### src/rtl/uart_pkg.sv
// Shared UART framing definitions: FSM state codes, default header bytes
// and checksum width.
package uart_pkg;

   localparam int unsigned C_BYTE_W = 8;
   localparam int unsigned C_CHK_W  = 8;

   localparam logic [C_BYTE_W-1:0] C_HDR0 = 8'h55;
   localparam logic [C_BYTE_W-1:0] C_HDR1 = 8'hAA;

   typedef logic [2:0]         state_t;
   typedef logic [C_CHK_W-1:0] chk_t;

   localparam state_t ST_IDLE    = 3'd0;
   localparam state_t ST_HDR1    = 3'd1;
   localparam state_t ST_LEN     = 3'd2;
   localparam state_t ST_PAYLOAD = 3'd3;
   localparam state_t ST_CHK     = 3'd4;
   localparam state_t ST_OUT     = 3'd5;

endpackage

### src/rtl/uart_frame_buf.sv
// Payload buffer: single write port, combinational read port. Contents are
// not reset; only bytes of a verified frame are ever read out.
module uart_frame_buf
   import uart_pkg::*;
#(
   parameter int unsigned P_DEPTH = 16,
   parameter int unsigned P_AW    = 4
) (
   input  logic                w_user_clk,
   input  logic                wr_en,
   input  logic [P_AW-1:0]     wr_addr,
   input  logic [C_BYTE_W-1:0] wr_data,
   input  logic [P_AW-1:0]     rd_addr,
   output logic [C_BYTE_W-1:0] rd_data
);

   logic [C_BYTE_W-1:0] mem [P_DEPTH];

   always_ff @(posedge w_user_clk) begin
      if (wr_en) mem[wr_addr] <= wr_data;
   end

   assign rd_data = mem[rd_addr];

endmodule

### src/rtl/uart_frame_rx.sv
// Receive framing layer: header hunt, length-prefixed payload capture,
// additive checksum check and valid/ready release of good payloads.
module uart_frame_rx
   import uart_pkg::*;
#(
   parameter logic [7:0]  P_HDR0        = C_HDR0,
   parameter logic [7:0]  P_HDR1        = C_HDR1,
   parameter int unsigned P_MAX_LEN     = 16,
   parameter int unsigned P_TIMEOUT_CYC = 43400
) (
   input  logic                               w_user_clk,
   input  logic                               w_user_rst,
   input  logic [7:0]                         i_rx_data,
   input  logic                               i_rx_valid,
   output logic [7:0]                         o_frame_data,
   output logic                               o_frame_valid,
   output logic                               o_frame_last,
   input  logic                               i_frame_ready,
   output logic [$clog2(P_MAX_LEN+1)-1:0]     o_frame_len,
   output logic                               o_frame_done,
   output logic                               o_chk_err,
   output logic                               o_len_err,
   output logic                               o_timeout,
   output logic                               o_overrun
);

   localparam int unsigned LW = $clog2(P_MAX_LEN + 1);
   localparam int unsigned AW = (P_MAX_LEN > 1) ? $clog2(P_MAX_LEN) : 1;
   localparam int unsigned TW = $clog2(P_TIMEOUT_CYC + 1);

   state_t          state_q;
   logic [LW-1:0]   len_q;
   logic [LW-1:0]   wr_cnt_q;
   logic [LW-1:0]   rd_ptr_q;
   chk_t            sum_q;
   logic [TW-1:0]   to_cnt_q;
   logic            frame_done_q;
   logic            chk_err_q;
   logic            len_err_q;
   logic            timeout_q;
   logic            overrun_q;

   logic            in_frame;
   logic            to_hit;
   logic            len_ok;
   logic            last_rd;
   logic            buf_wr_en;
   logic [7:0]      buf_rd_data;

   assign in_frame = (state_q == ST_HDR1) || (state_q == ST_LEN) ||
                     (state_q == ST_PAYLOAD) || (state_q == ST_CHK);
   // A byte arriving in the expiry cycle takes precedence over the timeout.
   assign to_hit   = in_frame && !i_rx_valid && (to_cnt_q == TW'(P_TIMEOUT_CYC - 1));
   assign len_ok   = (i_rx_data != '0) && (32'(i_rx_data) <= P_MAX_LEN);
   assign last_rd  = (rd_ptr_q == len_q - 1'b1);
   assign buf_wr_en = (state_q == ST_PAYLOAD) && i_rx_valid;

   uart_frame_buf #(
      .P_DEPTH (P_MAX_LEN),
      .P_AW    (AW)
   ) u_buf (
      .w_user_clk (w_user_clk),
      .wr_en      (buf_wr_en),
      .wr_addr    (AW'(wr_cnt_q)),
      .wr_data    (i_rx_data),
      .rd_addr    (AW'(rd_ptr_q)),
      .rd_data    (buf_rd_data)
   );

   always_ff @(posedge w_user_clk or posedge w_user_rst) begin
      if (w_user_rst) begin
         to_cnt_q <= '0;
      end else if (!in_frame || i_rx_valid || to_hit) begin
         to_cnt_q <= '0;
      end else begin
         to_cnt_q <= to_cnt_q + 1'b1;
      end
   end

   always_ff @(posedge w_user_clk or posedge w_user_rst) begin
      if (w_user_rst) begin
         state_q      <= ST_IDLE;
         len_q        <= '0;
         wr_cnt_q     <= '0;
         rd_ptr_q     <= '0;
         sum_q        <= '0;
         frame_done_q <= 1'b0;
         chk_err_q    <= 1'b0;
         len_err_q    <= 1'b0;
         timeout_q    <= 1'b0;
         overrun_q    <= 1'b0;
      end else begin
         frame_done_q <= 1'b0;
         chk_err_q    <= 1'b0;
         len_err_q    <= 1'b0;
         timeout_q    <= 1'b0;
         overrun_q    <= 1'b0;
         if (to_hit) begin
            state_q   <= ST_IDLE;
            timeout_q <= 1'b1;
         end else begin
            case (state_q)
               ST_IDLE: begin
                  if (i_rx_valid && (i_rx_data == P_HDR0)) state_q <= ST_HDR1;
               end
               ST_HDR1: begin
                  if (i_rx_valid) begin
                     if (i_rx_data == P_HDR1)      state_q <= ST_LEN;
                     else if (i_rx_data != P_HDR0) state_q <= ST_IDLE;
                  end
               end
               ST_LEN: begin
                  if (i_rx_valid) begin
                     if (!len_ok) begin
                        len_err_q <= 1'b1;
                        state_q   <= ST_IDLE;
                     end else begin
                        len_q    <= LW'(i_rx_data);
                        sum_q    <= i_rx_data;
                        wr_cnt_q <= '0;
                        state_q  <= ST_PAYLOAD;
                     end
                  end
               end
               ST_PAYLOAD: begin
                  if (i_rx_valid) begin
                     sum_q    <= sum_q + i_rx_data;
                     wr_cnt_q <= wr_cnt_q + 1'b1;
                     if (wr_cnt_q == len_q - 1'b1) state_q <= ST_CHK;
                  end
               end
               ST_CHK: begin
                  if (i_rx_valid) begin
                     if (i_rx_data == sum_q) begin
                        rd_ptr_q <= '0;
                        state_q  <= ST_OUT;
                     end else begin
                        chk_err_q <= 1'b1;
                        state_q   <= ST_IDLE;
                     end
                  end
               end
               ST_OUT: begin
                  if (i_frame_ready) begin
                     if (last_rd) begin
                        state_q      <= ST_IDLE;
                        frame_done_q <= 1'b1;
                     end else begin
                        rd_ptr_q <= rd_ptr_q + 1'b1;
                     end
                  end
                  // Done owns the final-handshake slot so pulses stay exclusive.
                  if (i_rx_valid && !(i_frame_ready && last_rd)) overrun_q <= 1'b1;
               end
               default: state_q <= ST_IDLE;
            endcase
         end
      end
   end

   assign o_frame_valid = (state_q == ST_OUT);
   assign o_frame_data  = o_frame_valid ? buf_rd_data : '0;
   assign o_frame_last  = o_frame_valid && last_rd;
   assign o_frame_len   = o_frame_valid ? len_q : '0;
   assign o_frame_done  = frame_done_q;
   assign o_chk_err     = chk_err_q;
   assign o_len_err     = len_err_q;
   assign o_timeout     = timeout_q;
   assign o_overrun     = overrun_q;

endmodule

### config.mk
export PLATFORM = sky130hd
export DESIGN_NAME = uart_frame_rx
export DESIGN_NICKNAME = d
export VERILOG_FILES = /design/src/rtl/uart_pkg.sv /design/src/rtl/uart_frame_buf.sv /design/src/rtl/uart_frame_rx.sv
export SDC_FILE = /design/constraint.sdc
export NUM_CORES = 1
export LEC_CHECK = 0
export CAP_MARGIN = 20
export CORE_ASPECT_RATIO = 0.9
export CORE_MARGIN = 5
export CORE_UTILIZATION = 45
export DETAILED_ROUTE_END_ITERATION = 16
export DONT_BUFFER_PORTS = 1
export SLEW_MARGIN = 20
export SYNTH_ARGS = -nofsm -noshare
export SYNTH_HDL_FRONTEND = slang
export SYNTH_HIERARCHICAL = 1
export SYNTH_SLANG_ARGS = --single-unit
### constraint.sdc
create_clock -name w_user_clk -period 4.58 [get_ports w_user_clk]
set_input_delay 0.458 -clock w_user_clk [delete_from_list [all_inputs] [get_ports w_user_clk]]
set_output_delay 0.458 -clock w_user_clk [all_outputs]
set_load 0.02 [all_outputs]
==> results.md <==
- Run status: finished, final reports clean
- R2r worst-path depth: 7
- Initial DRT Pass Iterations: 5
- Unrepaired setup endpoints after global routing: false
- Total of max-cap violations: 0
- CTS Root Cell: clkbuf_16
- CTS Buf Count: 17
- CP max stage cell: nor4_1
- Hold Buf Count CTS: 0
- Port Buf Inserts: 0
- R2R Setup Slk: 1.64 ns
- CP cell instances: inv_1 -> ha_1 -> nor3b_1 -> xnor2_1 -> nor4_1 -> and2_1
- Worst Tran Pin Value: 1.04 ns
- Total global-route track usage: 18.0%
- Post-synth top area share: 48.5%
- Vias in the first global route: 4570
- Final hold violations: 0
- Area occupied by multi-input gates: 2730 sq um
- Post-CTS resize count: 0
- Crit path capture type: output pin
- Synth cell count leaders: 128 x edfxtp_1, 47 x dfrtp_1, 46 x nor2_1, 40 x nand2_1, 20 x xor2_1
- Dominant synthesized flop cell: edfxtp_1
- Initial Util: 45.3%
- Crit-path max FO: 5
- Syn Nets: 570
- Top-count cell post-synth: edfxtp_1
- Fin cells: 804
- Reg-to-reg startpoint: sum_q[5]$_DFFE_PP0P_
- Hold Crit Class: in -> async
- Post-synth top area cell: edfxtp_1
- # DRC: 0
- Main area contributors after synthesis: edfxtp_1 48%, dfrtp_1 15%, mux4_2 5.1%
- Bufs and invs on worst path: 1
- Global-route wire length before repair: 27000 um
- Lkg Pwr: 3.14 nW
- Min Tclk post-route: 3.27 ns
- Post-CTS Setup Inserts: 0
- Final setup viols: 0
- Initial antenna violation count: 0
- Post-Syn Area per Cell: 14.5 sq um
- Synth Register Bits: 175
- Pin count of the biggest net entering global routing: 48
- Post-Route Skew: 0.0106 ns
- Area Overhead vs Synth: 10.7%
- Sink Count: 175
- Post-Syn Area: 7930 sq um
- FFs w/ async S/R, synth: 26.9%
- Placer Congestion: 0.857
- YS warnings: 6
- Die area: 20400 sq um
- Slew HR: 30.0%
- Crit path max-delay family: simple AND/OR/NAND/NOR gates
- Area occupied by registers: 5020 sq um
- Reg-to-Reg End: rd_ptr_q[4]$_DFFE_PP0P_
- Synth cell types: 65
- WL final: 17500 um
- # H-tree levels: 4
- Worst EP arrival: 2.81 ns
- Number of synthesized flops with an enable pin: 128
- Setup CP Type: reg -> out
- CTS tree: yes
- Bufs on Longest Clock Path: 2
- DP Cell Count: 772
- Cell count after synthesis: 546
- CP startpoint kind: flip-flop
- Chip Height: 136 um
- Die W: 150 um
- I/O pin cnt: 32
- WL per Instance: 21.8 um
- Sequential fraction of the synthesis area: 63.3%
- ANT cells: 0
- Critical Path RT: 4.12 ns
- Power Density: 375 nW/um^2
- CORE AREA: 17500 sq um
- Fillcell total: 1476
- Share of layout cells above drive strength 1: 14.5%
- Fmax: 306 MHz
- Total gr overflow: 0
- Skew-Pair Late Insertion Delay: 0.43 ns
- Period utilization: 71.4%
- Drt via density: 5.78
- Post-route ant nets: 0
- Critical Path Max Stage Delay: 0.78 ns
- Worst vdd ir: 0.250 mV
- Final Max Slew Viols: 0
- Setup tns final: 0 ns
- Total chip power: 3.29 mW
- Dpl hpwl: 11300 um
- # rows: 46
- Vias: 4649
- DRT iter0 DRCs: 404
- Worst-path clk slew: 0.07 ns
- Nets: 575
-- through the flow --
step           utilization, %  setup slack [ns]  hold slack, ns  area, sq um
2_1_floorplan               -              1.69           0.454         7930
3_3_place_gp             46.5              1.58           0.473         8140
3_5_place_dp             46.6              1.49           0.482         8150
4_1_cts                  50.1              1.27           0.105         8760
5_1_grt                  50.2              1.05          0.0940         8780
6_report                 50.2              1.31          0.0584         8780
-- state kept, by name, indices dropped and copies added, names as in the netlist, 3 cells and up --
signal and cells:
wr_cnt_q 5, to_cnt_q 16, state_q 3, sum_q 8, rd_ptr_q 5, len_q 5
u_buf/mem 128
-- layout by cell type, fill, tap and decap left out, drive strengths merged, types with 17 or more instances in the layout --
cell      n
inv      20
xor2     20
mux4     32
and2     19
dfrtp    47
nor2     46
o21ai    18
edfxtp  128
nand2    40
xnor2    17
clkbuf   17
-- how the worst max path moves through the flow --
| stage | start | slack [ns] | cells past startpoint | endpoint |
|---|---|---|---|---|
| 3_3_place_gp | i_rx_data[5] | 1.58 | 7 | rd_ptr_q[4]$_DFFE_PP0P_ |
| 6_report | len_q[0]$_DFFE_PP0P_ | 1.31 | 6 | o_frame_last |
| 5_1_grt | len_q[0]$_DFFE_PP0P_ | 1.05 | 6 | o_frame_last |
| 3_5_place_dp | state_q[1]$_DFFE_PP0P_ | 1.49 | 5 | u_buf/mem[0][4]$_DFFE_PP_ |
| 2_1_floorplan | i_rx_data[5] | 1.69 | 7 | rd_ptr_q[4]$_DFFE_PP0P_ |
| 4_1_cts | len_q[0]$_DFFE_PP0P_ | 1.27 | 6 | o_frame_last |
-- final cells by class --
type	count	share of cell area (%)
Sequential cell	175	57.2
Multi-Input combinational cell	333	31.1
Clock buffer	17	4.85
Tap cell	240	3.42
Clock inverter	15	2.10
Inverter	19	0.827
Timing Repair Buffer	5	0.470
-- power breakdown --
part           switching, mW  leakage, nW  internal, mW  total (mW)
combinational         0.0536         1.08        0.0465       0.100
sequential           0.00567         1.78          1.70        1.71
clock                  0.617        0.280         0.864        1.48
-- cells by family after synthesis --
| family | synth area share [%] |
|---|---|
| AO/OA/AOI/OAI | 5.79 |
| XOR/XNOR | 4.09 |
| multiplexers | 10.3 |
| buffers and inverters | 2.68 |
| flip-flops | 63.3 |
| AND/OR/NAND/NOR | 11.9 |
| adder cells (fa/ha/maj) | 1.99 |
-- routing by layer --
layer / part of all wire, % / vias up / routed length [um] / track usage [%]
li1: - / 2088 / - / -
met1: 46 / 2413 / 8050 / 25.9
met2: 47 / 129 / 8290 / 28.1
met3: 5.7 / 19 / 997 / 4.00
met4: 1.1 / 0 / 185 / 4.42
met5: 0 / - / 0 / 0
Note: power is estimated with default switching activity, not from simulation.
